==> src/rtl/mac8_accumulator.sv <==
// ---------------------------------------------------------------------------
// mac8_accumulator
//
// Accumulation stage of the MAC8 datapath, placed directly after the 8x8
// Vedic multiplier. It takes one 16-bit product per beat and sums the
// products of a group into a wide accumulator. The group is delimited by
// first/last markers. Each finished group is presented on a registered
// valid/ready output, together with a term count and an overflow flag.
//
// Compile-time option:
//   MAC8_SAT_EN  defined   -> saturating accumulation (clamps at 2^ACC_W-1)
//                undefined -> wrapping accumulation (modulo 2^ACC_W)
//   In both modes out_ovf reports any carry out of ACC_W within the group.
//
// Parameters:
//   ACC_W  accumulator / result width (legal 16..32)
//   CNT_W  term-counter width
//
// Ports:
//   clk        rising-edge clock
//   rst        synchronous active-high reset
//   in_valid   product beat valid
//   in_ready   stage can accept a beat (= !out_valid || out_ready)
//   in_prod    16-bit product from the multiplier
//   in_first   beat opens a new group
//   in_last    beat closes the current group
//   out_valid  result register holds an unconsumed result
//   out_ready  downstream accepts the result
//   out_acc    group sum
//   out_count  number of terms in the group (saturating)
//   out_ovf    overflow occurred in the group
// ---------------------------------------------------------------------------
module mac8_accumulator #(
   parameter int ACC_W = 24,
   parameter int CNT_W = 8
) (
   input  logic             clk,
   input  logic             rst,
   input  logic             in_valid,
   output logic             in_ready,
   input  logic [15:0]      in_prod,
   input  logic             in_first,
   input  logic             in_last,
   output logic             out_valid,
   input  logic             out_ready,
   output logic [ACC_W-1:0] out_acc,
   output logic [CNT_W-1:0] out_count,
   output logic             out_ovf
);

   // IDLE means no group is open, and ACCUM means a partial sum is being built.
   typedef enum logic {
      IDLE,
      ACCUM
   } StateType;

   StateType         state;
   logic [ACC_W-1:0] acc;
   logic [CNT_W-1:0] cnt;
   logic             ovf;

   logic             beatAccepted;
   logic             startGroup;
   logic [ACC_W:0]   sumWide;
   logic [ACC_W-1:0] nextAcc;
   logic [CNT_W-1:0] nextCnt;
   logic             nextOvf;

   // The stage can take a beat whenever the result register is empty or is
   // being drained this cycle. This signal deliberately ignores in_valid, so
   // upstream can rely on it without a combinational loop. It also makes the
   // stage stall every beat (last or not) while a result is pending.
   always_comb begin
      in_ready     = !out_valid || out_ready;
      beatAccepted = in_valid && in_ready;
   end

   // Compute what the running accumulator would become if the current beat
   // is accepted. A beat that arrives while IDLE opens a group even when
   // in_first is low. A beat with in_first set during ACCUM drops the partial
   // sum. The sum is one bit wider than the accumulator so that its top bit
   // is the carry that drives the overflow flag and, in saturating mode, the
   // clamp. Once the accumulator has clamped at all-ones, any further nonzero
   // product carries again, so the value stays clamped for the rest of the group.
   always_comb begin
      startGroup = (state == IDLE) || in_first;
      sumWide    = {1'b0, acc} + (ACC_W+1)'(in_prod);
      nextAcc    = ACC_W'(in_prod);
      nextCnt    = CNT_W'(1);
      nextOvf    = 1'b0;
      if (!startGroup) begin
`ifdef MAC8_SAT_EN
         nextAcc = sumWide[ACC_W] ? {ACC_W{1'b1}} : sumWide[ACC_W-1:0];
`else
         nextAcc = sumWide[ACC_W-1:0];
`endif
         nextCnt = (cnt == {CNT_W{1'b1}}) ? cnt : cnt + CNT_W'(1);
         nextOvf = ovf | sumWide[ACC_W];
      end
   end

   // This block holds the group FSM, the running accumulator and the
   // registered result. A result that is consumed (out_valid && out_ready)
   // clears out_valid. A last beat accepted in the same cycle overrides that
   // clear, so back-to-back groups stream without a bubble. A last beat
   // hands the updated values to the output registers and returns the
   // internal state to an empty IDLE group.
   always_ff @(posedge clk) begin
      if (rst) begin
         state     <= IDLE;
         acc       <= '0;
         cnt       <= '0;
         ovf       <= 1'b0;
         out_valid <= 1'b0;
         out_acc   <= '0;
         out_count <= '0;
         out_ovf   <= 1'b0;
      end else begin
         if (out_valid && out_ready) begin
            out_valid <= 1'b0;
         end
         if (beatAccepted) begin
            if (in_last) begin
               out_acc   <= nextAcc;
               out_count <= nextCnt;
               out_ovf   <= nextOvf;
               out_valid <= 1'b1;
               acc       <= '0;
               cnt       <= '0;
               ovf       <= 1'b0;
               state     <= IDLE;
            end else begin
               acc       <= nextAcc;
               cnt       <= nextCnt;
               ovf       <= nextOvf;
               state     <= ACCUM;
            end
         end
      end
   end

endmodule

==> config.mk <==
export PLATFORM = sky130hd
export DESIGN_NAME = mac8_accumulator
export DESIGN_NICKNAME = d
export VERILOG_FILES = /design/src/rtl/mac8_accumulator.sv
export SDC_FILE = /design/constraint.sdc
export NUM_CORES = 1
export LEC_CHECK = 0
export ABC_AREA = 1
export CAP_MARGIN = 40
export CELL_PAD_IN_SITES_DETAIL_PLACEMENT = 2
export CELL_PAD_IN_SITES_GLOBAL_PLACEMENT = 2
export CORE_MARGIN = 2
export CORE_UTILIZATION = 32
export DETAILED_ROUTE_END_ITERATION = 16
export PLACE_DENSITY_LB_ADDON = 0.25
export SKIP_CTS_REPAIR_TIMING = 1
export SLEW_MARGIN = 20
export SYNTH_ARGS = -nofsm -noshare
export SYNTH_HDL_FRONTEND = slang
export SYNTH_SLANG_ARGS = --single-unit
==> constraint.sdc <==
create_clock -name clk -period 5.3 [get_ports clk]
set_input_delay 1.06 -clock clk [delete_from_list [all_inputs] [get_ports clk]]
set_output_delay 1.06 -clock clk [all_outputs]
set_load 0.02 [all_outputs]
==> results by stage <==
Run status:
- The run finished with clean final reports.

Global route:
- For this run, the total global-route usage over all layers was measured as 23.53%.
- The number of antenna violations at the first check in global routing is 0.
- The global-route wire length before repair is around 27 mm.
- The global route total overflow is 0.
- The via count of the first global-routing pass is 5145.
- Entering global routing, the biggest net connects 37 pins.

Logic synthesis:
- The area share of xor/xnor cells in the synthesized design is 0.6094%.
- The dominant cell by count in the synthesized netlist is nand2_1.
- After synthesis the netlist holds a flip-flop and latch count of slightly below 70.
- The fraction of the mapped netlist area in compound gates is 11.61%.
- The area fraction of the dominant cell type after synthesis is 31.57%.
- The number of warnings reported in the yosys synthesis log is 0.
- The commonest cells after synthesis are nand2_1, inv_1, dfxtp_1.
- The mean cell area of the mapped netlist is approximately 6.3 sq um.
- In the synthesized netlist, the number of instances is 681.
- The proportion of synthesized flip-flops having asynchronous set or reset is 0%.
- Yosys mapped a number of flops with a built-in enable equal to 0.
- The adder and majority cell fraction of the synthesized area is between 5 and 6%.
- The area of the mapped netlist is 4312 sq um.
- By area, the combinational part of the netlist is dominated by simple AND/OR/NAND/NOR gates.
- In the synthesized netlist the dominant register cell turns out to be dfxtp_1.
- The area share of and/or/nand/nor cells after synthesis is around two fifths.
- The number of distinct standard cells referenced by the synthesized netlist is 33.
- Synthesis produced a netlist with a net count of 721.
- The largest total area in the synthesized netlist belongs to dfxtp_1.
- Sorting the synthesized cells by area gives the leading types as dfxtp_1, nand2_1, inv_1.
- The sequential share of the synthesized area is about a third.
- Multiplexer cells account for 0% of the synthesized area.

Layout:
- The number of nets in the final layout is 772.
- The repair_antennas step left the layout with diodes totalling 0.
- The combined area of the multi-input logic cells is around 2500 sq um.
- Relative to the synthesized area, the layout overhead comes to 24.23%.
- For this run, the number of standard cells in the final layout without fillers is 913.
- The share of post-route cells with drive strength above 1 is 10.04%.
- The fill cell total of the finished layout is 1652.
- The area taken by flip-flops and latches is 1361 sq um.

Clock tree:
- Clock tree synthesis selected as its root buffer the cell clkbuf_16.
- Clock latency on the worst-skew pair, taken at its later pin, is 0.35 ns.
- The number of buffers added by the clock tree synthesis step is 9.
- The TritonCTS clock tree is yes.
- The H-tree generated during clock tree synthesis spans 3 levels.
- After clock tree synthesis, the clock-pin slew on the worst setup and hold paths is 0.06 ns.
- The clock net in this run drives a total of 68 sinks.
- Counting along the longest clock path gives a buffer depth of 2.

Critical path:
- For the worst setup path, the data required time is 4.24 ns.
- Of all nets on the critical path, the largest fanout is 3.
- The kind of start point of the critical path is an input pin.
- The number of cells on the worst reg-to-reg path is 9.
- The capture instance of the worst register-to-register path is out_acc[5].
- In this run the register-to-register setup slack is about 3.0 ns.
- The startpoint of the most critical register-to-register path is out_valid.
- The class of the most critical setup path is in2out.
- The endpoint type of the worst setup path is an output pin.
- The signal arrival time at the worst endpoint is ~2.3 ns.

STA:
- For the final database, setup skew stands at 0.01006 ns.
- The worst path uses 62.66% of the clock period.
- The actual transition at the worst max-transition pin is about 0.7 ns.
- The tightest slew margin relative to the limit is 52.30%.
- The accumulated negative setup slack is 0 ns.
- Subtracting the final worst setup slack from the clock period gives 3.321 ns.
- Once routing completed, OpenROAD measured the worst setup slack at 1.979 ns.
- The count of final hold-check violations is 0.
- The worst hold slack across all endpoints is 0.4558 ns.
- Setup violations remaining at the end of the flow were counted as 0.
- The highest clock rate is 0.3011 GHz.
- Setup repair after global routing left no endpoint under its margin.
- The max-slew violation count came to 0.

Power:
- Dividing total power by cell area gives a power density of 251.0 nW/um^2.
- Across the VDD grid, the largest voltage drop is 123.4 uV.
- For this design the static power due to leakage is 2.335 nW.

Floorplan:
- The core outline area is approximately 13000 sq um.
- The row count is between 40 and 50.
- between 50 and 60 I/O pins were placed.
- The width of the die is 120.1 um.
- Measured along the y axis, the die boundary spans ~120 um.
- The initial standard-cell utilization of the core is 32.69%.
- The die footprint is roughly 14000 sq um.

Routing:
- The remaining antenna violation count is 0.
- The total routed wirelength is 16.16 mm.
- Before antenna repair, the detailed router went through 4 iterations.
- After detailed routing, the number of vias per cell comes to 5.088.
- The via count is 4645.
- The violation count after the first detailed-routing iteration is 169.
- In the final routed layout, each cell accounts on average for 17.70 um.
- For this run, design rule violations remaining after detail routing come to 0.

Min path:
- The worst hold path was traced through 2 stages.
- The end of the worst hold path is out_acc[14].
- The startpoint of the tightest hold check path is out_acc[14].
- In this run the worst hold path is classified as reg2reg.

Place:
- The congestion estimate from routability-driven global placement came to between 0.8 and 0.9.
- Buffers placed on the I/O ports in this run total between 50 and 60.
- Once detailed placement completed, the half-perimeter wirelength came to 12.22 mm.
- Once placement completed, the tool counted placed cells totaling 896.
- The post-placement worst setup slack is 1.526 ns.

Job:
- Max-cap violations in this run came to 0.
## kinds of logic (layout without fill, tap and decap cells)
kind of cell,Yosys count,count (layout)
xor gates and xnor gates,3,3
buffers and inverters,112,168
AOI/OAI and AO/OA,91,91
and+or+nand+nor,389,389
DFF,68,68
adders and majority gates,18,18
## per-stage QoR
| step | cell area [sq um] | util [%] | power, mW |
|---|---|---|---|
| global placement | 5031 | 38.14 | 0.7602 |
| finish | 5356 | 40.61 | 1.344 |
| global route | 5356 | 40.61 | 1.402 |
| floorplan | 4312 | - | 0.6832 |
| detailed placement | 5051 | 38.29 | 0.7738 |
| CTS | 5329 | 40.40 | 1.359 |
## layout make-up
type / instances / area share (%)
Sequential cell: 68 / 25.41
Multi-Input combinational cell: 501 / 47.07
Tap cell: 176 / 4.111
Timing Repair Buffer: 62 / 11.91
Clock inverter: 6 / 0.7241
Inverter: 90 / 6.307
Clock buffer: 10 / 4.462
## per-layer routing
layer	part of all wire, %	up-vias	track usage, %
li1	-	2278	-
met1	47	2281	29.96
met2	49	60	41.37
met3	1.8	26	2.567
met4	2.2	0	7.574
met5	0	-	0
## critical path, cell delays in order
cell,delay [ns]
clkdlybuf4s50_1,0.46
inv_1,0.05
nand2_2,0.08
clkdlybuf4s50_1,0.62
## sequential cells by signal, summed over array words and instances (netlist names)
name	cells
acc	24
out_acc	24
cnt	8
out_count	8
out_ovf	1
out_valid	1
ovf	1
state	1
## report_power, final
| part | switching, mW | leakage [nW] | total, mW | internal [mW] |
|---|---|---|---|---|
| logic | 0.148 | 1.65 | 0.230 | 0.0814 |
| clock network | 0.250 | 0.135 | 0.579 | 0.329 |
| registers | 0.00955 | 0.552 | 0.536 | 0.526 |
| total | 0.408 | 2.34 | 1.34 | 0.936 |
## worst max-delay path by stage
| stage | from | to | cells after the start |
|---|---|---|---|
| after floorplan | in_prod[0] | acc[4] | 11 |
| after CTS | out_ready | out_acc[5] | 10 |
| after global placement | out_ready | out_acc[10] | 9 |
| final | out_ready | in_ready | 4 |
| after global routing | out_ready | out_count[7] | 11 |
| after detailed placement | out_ready | out_acc[5] | 10 |
## layout by cell type (no fill, tap or decap), types with 5 or more instances in the layout
master and n:
dfxtp_1 68, inv_2 9, nand3_2 9, nand2_1 237
nor2_2 6, nand3_1 55, nand4_1 17, nand2_2 14
o21ai_1 12, or2_2 5, o21ai_0 24, a21oi_1 40
inv_1 81, ha_1 17, nor2_1 28, clkdlybuf4s50_1 56
o211ai_1 6, clkbuf_16 9
No activity file was read; power rests on OpenSTA's default activity.
